==> src/rtl/z380_platform_pkg.sv <==
// Shared types and default sizing for the Z380 DRAM scheduler slice.
package z380_platform_pkg;

  typedef enum logic [1:0] {
    ST_IDLE = 2'd0,
    ST_CPU  = 2'd1,
    ST_REF  = 2'd2
  } z380_sched_state_t;

  localparam int DEF_MAX_OWED    = 7;
  localparam int DEF_URGENT_OWED = 4;
  localparam int DEF_REF_CYCLES  = 6;

endpackage

==> src/rtl/z380_dram_sched_if.sv <==
// CPU request / DRAM datapath handshake between the CPU side and the scheduler.
interface z380_dram_sched_if;
  logic cpu_req_valid;
  logic cpu_req_ready;
  logic mem_done;
  logic cpu_grant;
  logic ref_start;
  logic ref_active;

  modport master (
    output cpu_req_valid, mem_done,
    input  cpu_req_ready, cpu_grant, ref_start, ref_active
  );

  modport slave (
    input  cpu_req_valid, mem_done,
    output cpu_req_ready, cpu_grant, ref_start, ref_active
  );
endinterface

==> src/rtl/z380_refresh_debt.sv <==
// Saturating owed-refresh counter: +1 per tick, -1 per completed refresh,
// sticky overflow when a tick is lost at saturation.
module z380_refresh_debt #(
  parameter int MAX_OWED = 7,
  parameter int OW       = $clog2(MAX_OWED + 1)
) (
  input  logic          clk,
  input  logic          rst_n,
  input  logic          tick_i,
  input  logic          done_i,
  input  logic          clr_i,
  output logic [OW-1:0] owed_o,
  output logic          ovf_o
);
  localparam logic [OW-1:0] MAX = OW'(MAX_OWED);

  logic [OW-1:0] owed_q, owed_d;
  logic          ovf_q, ovf_d;

  always_comb begin
    owed_d = owed_q;
    // clear is applied first so a same-cycle overflow set takes precedence
    ovf_d  = ovf_q & ~clr_i;
    if (tick_i && !done_i) begin
      if (owed_q == MAX) ovf_d  = 1'b1;
      else               owed_d = owed_q + 1'b1;
    end else if (!tick_i && done_i && owed_q != '0) begin
      owed_d = owed_q - 1'b1;
    end
  end

  always_ff @(posedge clk or negedge rst_n) begin
    if (!rst_n) begin
      owed_q <= '0;
      ovf_q  <= 1'b0;
    end else begin
      owed_q <= owed_d;
      ovf_q  <= ovf_d;
    end
  end

  assign owed_o = owed_q;
  assign ovf_o  = ovf_q;
endmodule

==> src/rtl/z380_dram_sched.sv <==
// Arbitrates the single DRAM datapath between CPU accesses and refresh cycles,
// refreshing opportunistically when idle and preemptively once debt is urgent.
module z380_dram_sched
  import z380_platform_pkg::*;
#(
  parameter int MAX_OWED    = DEF_MAX_OWED,
  parameter int URGENT_OWED = DEF_URGENT_OWED,
  parameter int REF_CYCLES  = DEF_REF_CYCLES,
  parameter int OW          = $clog2(MAX_OWED + 1)
) (
  input  logic              clk,
  input  logic              rst_n,
  input  logic              refresh_tick,
  input  logic              ovf_clr,
  output logic [OW-1:0]     owed,
  output logic              owed_ovf,
  z380_dram_sched_if.slave  bus
);
  localparam int             CW       = (REF_CYCLES > 1) ? $clog2(REF_CYCLES) : 1;
  localparam logic [CW-1:0]  CNT_LAST = CW'(REF_CYCLES - 1);
  localparam logic [OW-1:0]  URG      = OW'(URGENT_OWED);

  z380_sched_state_t state_q;
  logic [CW-1:0]     cnt_q;
  logic              grant_q, ref_start_q, ref_active_q;
  logic              ref_done;

  assign ref_done = (state_q == ST_REF) && (cnt_q == '0);

  always_ff @(posedge clk or negedge rst_n) begin
    if (!rst_n) begin
      state_q      <= ST_IDLE;
      cnt_q        <= '0;
      grant_q      <= 1'b0;
      ref_start_q  <= 1'b0;
      ref_active_q <= 1'b0;
    end else begin
      ref_start_q <= 1'b0;
      unique case (state_q)
        ST_IDLE: begin
          if (owed >= URG || (!bus.cpu_req_valid && owed != '0)) begin
            state_q      <= ST_REF;
            cnt_q        <= CNT_LAST;
            ref_start_q  <= 1'b1;
            ref_active_q <= 1'b1;
          end else if (bus.cpu_req_valid) begin
            state_q <= ST_CPU;
            grant_q <= 1'b1;
          end
        end
        ST_CPU: begin
          if (bus.mem_done) begin
            state_q <= ST_IDLE;
            grant_q <= 1'b0;
          end
        end
        ST_REF: begin
          // always return through IDLE so consecutive operations are separated
          if (cnt_q == '0) begin
            state_q      <= ST_IDLE;
            ref_active_q <= 1'b0;
          end else begin
            cnt_q <= cnt_q - 1'b1;
          end
        end
        default: begin
          state_q      <= ST_IDLE;
          grant_q      <= 1'b0;
          ref_active_q <= 1'b0;
        end
      endcase
    end
  end

  z380_refresh_debt #(
    .MAX_OWED (MAX_OWED),
    .OW       (OW)
  ) u_debt (
    .clk    (clk),
    .rst_n  (rst_n),
    .tick_i (refresh_tick),
    .done_i (ref_done),
    .clr_i  (ovf_clr),
    .owed_o (owed),
    .ovf_o  (owed_ovf)
  );

  assign bus.cpu_req_ready = (state_q == ST_IDLE) && (owed < URG);
  assign bus.cpu_grant     = grant_q;
  assign bus.ref_start     = ref_start_q;
  assign bus.ref_active    = ref_active_q;
endmodule

==> src/flat_wrapper.sv <==
// flat-port wrapper written by rule: the top's interface ports become plain ports
module z380_dram_sched_flat import z380_platform_pkg::*;
#(
  parameter int MAX_OWED    = DEF_MAX_OWED,
  parameter int URGENT_OWED = DEF_URGENT_OWED,
  parameter int REF_CYCLES  = DEF_REF_CYCLES,
  parameter int OW          = $clog2(MAX_OWED + 1)
)
  (clk, rst_n, refresh_tick, ovf_clr, owed, owed_ovf, bus_cpu_req_valid, bus_mem_done, bus_cpu_req_ready, bus_cpu_grant, bus_ref_start, bus_ref_active);
  z380_dram_sched_if bus_i ();
  input  logic clk;
  input  logic rst_n;
  input  logic refresh_tick;
  input  logic ovf_clr;
  output logic [OW-1:0] owed;
  output logic owed_ovf;
  input wire logic [$bits(bus_i.cpu_req_valid)-1:0] bus_cpu_req_valid;
  input wire logic [$bits(bus_i.mem_done)-1:0] bus_mem_done;
  output wire logic [$bits(bus_i.cpu_req_ready)-1:0] bus_cpu_req_ready;
  output wire logic [$bits(bus_i.cpu_grant)-1:0] bus_cpu_grant;
  output wire logic [$bits(bus_i.ref_start)-1:0] bus_ref_start;
  output wire logic [$bits(bus_i.ref_active)-1:0] bus_ref_active;
  assign bus_i.cpu_req_valid = bus_cpu_req_valid;
  assign bus_i.mem_done = bus_mem_done;
  assign bus_cpu_req_ready = bus_i.cpu_req_ready;
  assign bus_cpu_grant = bus_i.cpu_grant;
  assign bus_ref_start = bus_i.ref_start;
  assign bus_ref_active = bus_i.ref_active;
  z380_dram_sched #(.MAX_OWED(MAX_OWED), .URGENT_OWED(URGENT_OWED), .REF_CYCLES(REF_CYCLES), .OW(OW)) u_core (.clk(clk), .rst_n(rst_n), .refresh_tick(refresh_tick), .ovf_clr(ovf_clr), .owed(owed), .owed_ovf(owed_ovf), .bus(bus_i));
endmodule
==> config.mk <==
export PLATFORM = sky130hd
export DESIGN_NAME = z380_dram_sched_flat
export DESIGN_NICKNAME = d
export VERILOG_FILES = /design/src/rtl/z380_platform_pkg.sv /design/src/rtl/z380_dram_sched_if.sv /design/src/rtl/z380_refresh_debt.sv /design/src/rtl/z380_dram_sched.sv /design/src/flat_wrapper.sv
export SDC_FILE = /design/constraint.sdc
export NUM_CORES = 1
export LEC_CHECK = 0
export CAP_MARGIN = 20
export CORE_UTILIZATION = 43
export DETAILED_ROUTE_END_ITERATION = 8
export GPL_ROUTABILITY_DRIVEN = 0
export PLACE_DENSITY = 0.78
export SYNTH_ARGS = -nofsm -noshare
export SYNTH_HDL_FRONTEND = slang
export SYNTH_SLANG_ARGS = --single-unit
==> constraint.sdc <==
create_clock -name clk -period 2.9 [get_ports clk]
set_clock_uncertainty 0.2 [all_clocks]
set_input_delay 0.725 -clock clk [delete_from_list [all_inputs] [get_ports clk]]
set_output_delay 0.725 -clock clk [all_outputs]
set_load 0.005 [all_outputs]
==> impl_metrics.toml, run 1 <==
[outcome]
outcome = "complete, no violations"

[synth]
syn_nets = 92
syn_inst = 83
yosys-top-cells-area = "dfrtp_1 (40%), ha_1 (5.0%), nand2_1 (5.0%)"
ys.warnings.count = 0
syn_avg_cell_area_um2 = 9.12
synth_top_area_share_pct = 39.7
synth_area_um2 = 757
yosysSeqAreaShare_pct = 39.7
ys_types = 34
yosys_register_bits = 12
netlist.top_cell.by_area = "dfrtp_1"

[clock_network]
cts_root_buffer = "clkbuf_4"
clock_sinks = 12
clkLatencyLatePin_ns = 0.27
post_cts_buffers = 0
post_cts_resized = 0
cts_htree_levels = 1
clk_pin_slew_worst_paths_ns = 0.08
cts_tree = "yes"
cts_made_buffers = 3
ctsHoldBuffers = 0
clock_path_buffers = 2

[place]
place_hpwl_um = 1050
io_buffers = 13

[setup_path]
crit_fanout = 11
crit_slowest_cell = "clkdlybuf4s50_1"
slowest_delay_ns = 0.53
critical_path.cell_chain = "nor3_1 -> clkdlybuf4s50_1"
startpoint_type = "flop"
worstPathRequired_ns = 1.98
end_kind = "output pin"
worstSetupPathType = "reg2out"
cp.arrival_ns = 1.53

[sta]
hold_viol = 0
worst_pin_slew_ns = 0.531
grt_setup_unrepaired = "no"
slew-limit-headroom_pct = 64.5
max_freq_mhz = 407
setup-tns-final_ns = 0
setup_viol = 0
fin_crit_ns = 2.46
report.final.slew_viol_count = 0
period_share_pct = 84.8

[die]
dieArea_um2 = 1930
rows = 14
num_io_pins = 14
die_w_um = 44.0
start_util_pct = 48.0
core_area_um2 = 1580
die_h_um = 44.0

[routing]
dr.pass1.iters = 6
drt-initial-drc-count = 13
vias = 639
postRouteAntennaNets = 0
vias_per_cell = 5.65
wl_per_cell_um = 12.6
post-route-drc-count = 0
drt-total-wl_um = 1420

[pwr]
powerDensity_nw_per_um2 = 1070
power_uw = 984
p_leak_nw = 0.411
ir_drop_uv = 430

[global_routing]
grt_pass1_wl_um = 2540
grt_max_degree = 14
groute.usage.overall_pct = 18.2
grt_pass1_vias = 580
antenna_found_initial = 0
grt_overflow = 0

[finish]
diodes = 0
drive_above_1_share_pct = 12.4
fin_nets = 107
areaGrowthSynthToFinish_pct = 21.8
fin_util_pct = 58.5

[job]
maxCapViolCount = 0

[min_path]
hold_class = "reg2reg"
-- cells in the mapped netlist (all sizes together) --
cell     number
inv           9
nor2          4
nand4         1
nor3b         1
o2bb2ai       1
buf           1
nand4bb       1
nand3         3
nand2b        2
nand2        10
a22o          1
a31oi         3
xor2          1
o21ai         5
dfrtp        12
mux2          1
o41ai         1
nor4          1
xnor2         2
and4bb        1
o32ai         1
nor3          4
and2b         1
ha            3
o221a         1
a211oi        1
or2b          1
clkbuf        4
o22ai         2
o21bai        1
a21oi         3
-- stage by stage --
step	std cells	instance area, um^2	setup slack (ns)	hold WS, ns
4_1_cts	113	922	0.434	0.283
2_1_floorplan	83	757	0.718	0.229
3_3_place_gp	109	886	0.385	0.261
5_1_grt	113	922	0.338	0.318
6_report	113	922	0.440	0.282
3_5_place_dp	109	886	0.325	0.274
-- worst max-delay path, delay by kind of cell, from the launching register on --
family | cells | cell delay [ns]
AND/OR/NAND/NOR | 1 | 0.23
buffers and inverters | 1 | 0.53
flip-flops | 1 | 0.50
-- registers in the layout (all words and copies together), names as in the netlist --
| name | flops |
|---|---|
| u_core.bus.ref_active | 1 |
| u_core.u_debt.ovf_o | 1 |
| u_core.bus.cpu_grant | 1 |
| u_core.cnt_q | 3 |
| u_core.state_q | 2 |
| u_core.u_debt.owed_o | 3 |
| u_core.bus.ref_start | 1 |
-- final cells by class --
type	count	area, um^2
Clock buffer	4	36.3
Fill cell	143	654
Inverter	9	33.8
Multi-Input combinational cell	57	387
Sequential cell	12	300
Tap cell	16	20.0
Timing Repair Buffer	15	145
-- where the power goes --
part / internal [mW] / switching, mW / leakage [nW]
registers: 0.242 / 0.100 / 0.141
logic: 0.277 / 0.233 / 0.249
clock network: 0.0763 / 0.0560 / 0.0210
-- cell usage in the layout (no fill, tap or decap), types with 3 or more instances in the layout --
cell type | Yosys | routed
a31oi_1 | 3 | 3
a21oi_1 | 3 | 3
nand3_1 | 3 | 3
nor2_1 | 4 | 4
clkbuf_4 | 1 | 3
ha_1 | 3 | 3
dfrtp_1 | 12 | 12
nand2_1 | 10 | 10
inv_1 | 9 | 9
o21ai_0 | 5 | 5
clkdlybuf4s50_1 | 0 | 13
nor3_1 | 4 | 4
-- worst paths after layout --
check | end | from | cells after the start | slack [ns]
worst max-delay path | bus_cpu_req_ready | u_core.u_debt.owed_o[2]$_DFFE_PN0P_ | 2 | 0.44
worst min-delay path | u_core.cnt_q[0]$_DFFE_PN0P_ | u_core.cnt_q[0]$_DFFE_PN0P_ | 1 | 0.28
worst max register to register | u_core.u_debt.owed_o[1]$_DFFE_PN0P_ | u_core.cnt_q[0]$_DFFE_PN0P_ | 10 | 0.55
worst min register to register | u_core.cnt_q[0]$_DFFE_PN0P_ | u_core.cnt_q[0]$_DFFE_PN0P_ | 1 | 0.28
max in group asynchronous | u_core.cnt_q[2]$_DFFE_PN0P_ | rst_n | 1 | 1.55
min in group asynchronous | u_core.state_q[0]$_DFFE_PN0P_ | rst_n | 1 | 0.60
-- logic make-up after synthesis --
kind of cell	Yosys count	synth area share [%]
xor+xnor	3	3.47
mux	1	1.98
fa+ha+maj	3	4.96
buf+inv	14	9.26
flops	12	39.7
simple gates	30	21.7
compound gates	20	19.0
-- routing by layer --
layer	part of all wire (%)	vias to the layer above	GRT usage, %
li1	-	318	-
met1	48	302	24.9
met2	46	15	27.2
met3	3.8	4	5.00
met4	1.6	0	7.27
met5	0	-	0
(Power assumes the default switching activity.)
==> run 2, diff against run 1 <==
==> constraint.sdc (replaced) <==
create_clock -name clk -period 2.45 [get_ports clk]
set_clock_uncertainty 0.2 [all_clocks]
set_input_delay 0.6125 -clock clk [delete_from_list [all_inputs] [get_ports clk]]
set_output_delay 0.6125 -clock clk [all_outputs]
set_load 0.005 [all_outputs]
==> impl_metrics.toml, run 2 (synthesis results as in run 1) <==
[outcome]
outcome = "complete, no violations"

[clock_network]
clock_path_buffers = 2
cts_tree = "yes"
post_cts_resized = 0
clock_sinks = 12
clkLatencyLatePin_ns = 0.28
cts_root_buffer = "clkbuf_4"
ctsHoldBuffers = 0
cts_htree_levels = 1
clk_pin_slew_worst_paths_ns = 0.08
post_cts_buffers = 0
cts_made_buffers = 3

[pwr]
combPwrFrac_pct = 53.0
switching_share_pct = 39.6
pwr-share-seq_pct = 33.2
powerDensity_nw_per_um2 = 1270
clkPwrFrac_pct = 13.8
ir_drop_uv = 599
power_mw = 1.18
p_int_uw = 714
p_leak_nw = 0.416
p_sw_uw = 468

[place]
io_buffers = 13
placed_area_um2 = 893
place_hpwl_um = 1080
dp_cells = 110
dp_slack_ns = -0.000727

[setup_path]
cp.arrival_ns = 1.49
startpoint_type = "flop"
slowest_delay_ns = 0.53
critical_path.cell_chain = "nor3_1 -> clkdlybuf4s50_1"
worstPathRequired_ns = 1.64
crit_fanout = 8
r2r_setup_slack_ns = 0.22
worstSetupPathType = "reg2out"
r2r-start = "u_core.cnt_q[0]$_DFFE_PN0P_"
r2r-end = "u_core.u_debt.owed_o[1]$_DFFE_PN0P_"
r2r_cells = 9
crit_slowest_cell = "clkdlybuf4s50_1"
end_kind = "output pin"

[min_path]
hold_class = "reg2reg"
holdPathEnd = "u_core.cnt_q[0]$_DFFE_PN0P_"
worstHoldPathCells = 1
worstHoldStart = "u_core.cnt_q[0]$_DFFE_PN0P_"

[sta]
report.final.slew_viol_count = 0
slew-limit-headroom_pct = 62.3
finalWorstSetupSlack_ns = 0.148
period_share_pct = 93.9
max_freq_mhz = 434
setup_viol = 0
setup-tns-final_ns = 0
grt_setup_unrepaired = "no"
hold_viol = 0
worst_pin_slew_ns = 0.563
fin_crit_ns = 2.30
hold_slack_ns = 0.288

[die]
dieArea_um2 = 1930
rows = 14
start_util_pct = 48.0
core_area_um2 = 1580
die_w_um = 44.0
num_io_pins = 14
die_h_um = 44.0

[finish]
fin_util_pct = 59.0
stdcell_count = 114
fillers = 139
drive_above_1_share_pct = 13.3
fin_nets = 108
areaGrowthSynthToFinish_pct = 22.8
final_common_cell = "clkdlybuf4s50_1"
final_cell_mix = "clkdlybuf4s50_1 (13), dfrtp_1 (12), nand2_1 (10)"
fin_area_um2 = 930
diodes = 0

[routing]
drt-total-wl_um = 1480
vias_per_cell = 5.70
postRouteAntennaNets = 0
vias = 650
post-route-drc-count = 0
wl_per_cell_um = 13.0
dr.pass1.iters = 6
drt-initial-drc-count = 8

[job]
maxCapViolCount = 0

[global_routing]
groute.usage.overall_pct = 18.0
grt_pass1_vias = 539
grt_pass1_wl_um = 2440
grt_max_degree = 14
grt_overflow = 0
antenna_found_initial = 0
-- run 2: cell types whose count changed in the layout (fill, tap and decap cells not counted), sizes merged --
| cell | change |
|---|---|
| buf | +1 |
-- run 2: worst max-delay path by stage --
stage / startpoint / slack [ns] / end
6_report: u_core.state_q[1]$_DFFE_PN0P_ / 0.15 / bus_cpu_req_ready
3_5_place_dp: refresh_tick / -0.0007 / u_core.u_debt.owed_o[1]$_DFFE_PN0P_
4_1_cts: u_core.state_q[1]$_DFFE_PN0P_ / 0.13 / bus_cpu_req_ready
5_1_grt: u_core.state_q[1]$_DFFE_PN0P_ / 0.04 / bus_cpu_req_ready
3_3_place_gp: refresh_tick / 0.04 / u_core.u_debt.owed_o[1]$_DFFE_PN0P_
2_1_floorplan: u_core.cnt_q[0]$_DFFE_PN0P_ / 0.29 / u_core.u_debt.owed_o[1]$_DFFE_PN0P_
-- run 2: critical path, delay by kind of cell (launching register included) --
| kind | cells | cell delay (ns) |
|---|---|---|
| buffers and inverters | 1 | 0.53 |
| DFF | 1 | 0.46 |
| and+or+nand+nor | 1 | 0.22 |
-- run 2: power groups by stage --
stage | sequential (mW) | combinational [mW] | clock, mW
floorplan | 0.351 | 0.471 | 0
global placement | 0.390 | 0.605 | 0
detailed placement | 0.396 | 0.626 | 0
CTS | 0.392 | 0.628 | 0.165
global route | 0.411 | 0.698 | 0.176
finish | 0.392 | 0.626 | 0.163
-- run 2: per-layer routing --
metal / wire length [um] / vias up / global-route usage, %
li1: - / 323 / -
met1: 720 / 302 / 24.2
met2: 642 / 20 / 24.5
met3: 79 / 5 / 6.67
met4: 37 / 0 / 10.9
met5: 0 / - / 0
-- run 2: area by class of cell --
| class | instances | area, um^2 | share of cell area (%) |
|---|---|---|---|
| Inverter | 9 | 33.8 | 3.63 |
| Clock buffer | 4 | 36.3 | 3.90 |
| Tap cell | 16 | 20.0 | 2.15 |
| Sequential cell | 12 | 300 | 32.3 |
| Timing Repair Buffer | 16 | 153 | 16.4 |
| Multi-Input combinational cell | 57 | 387 | 41.6 |
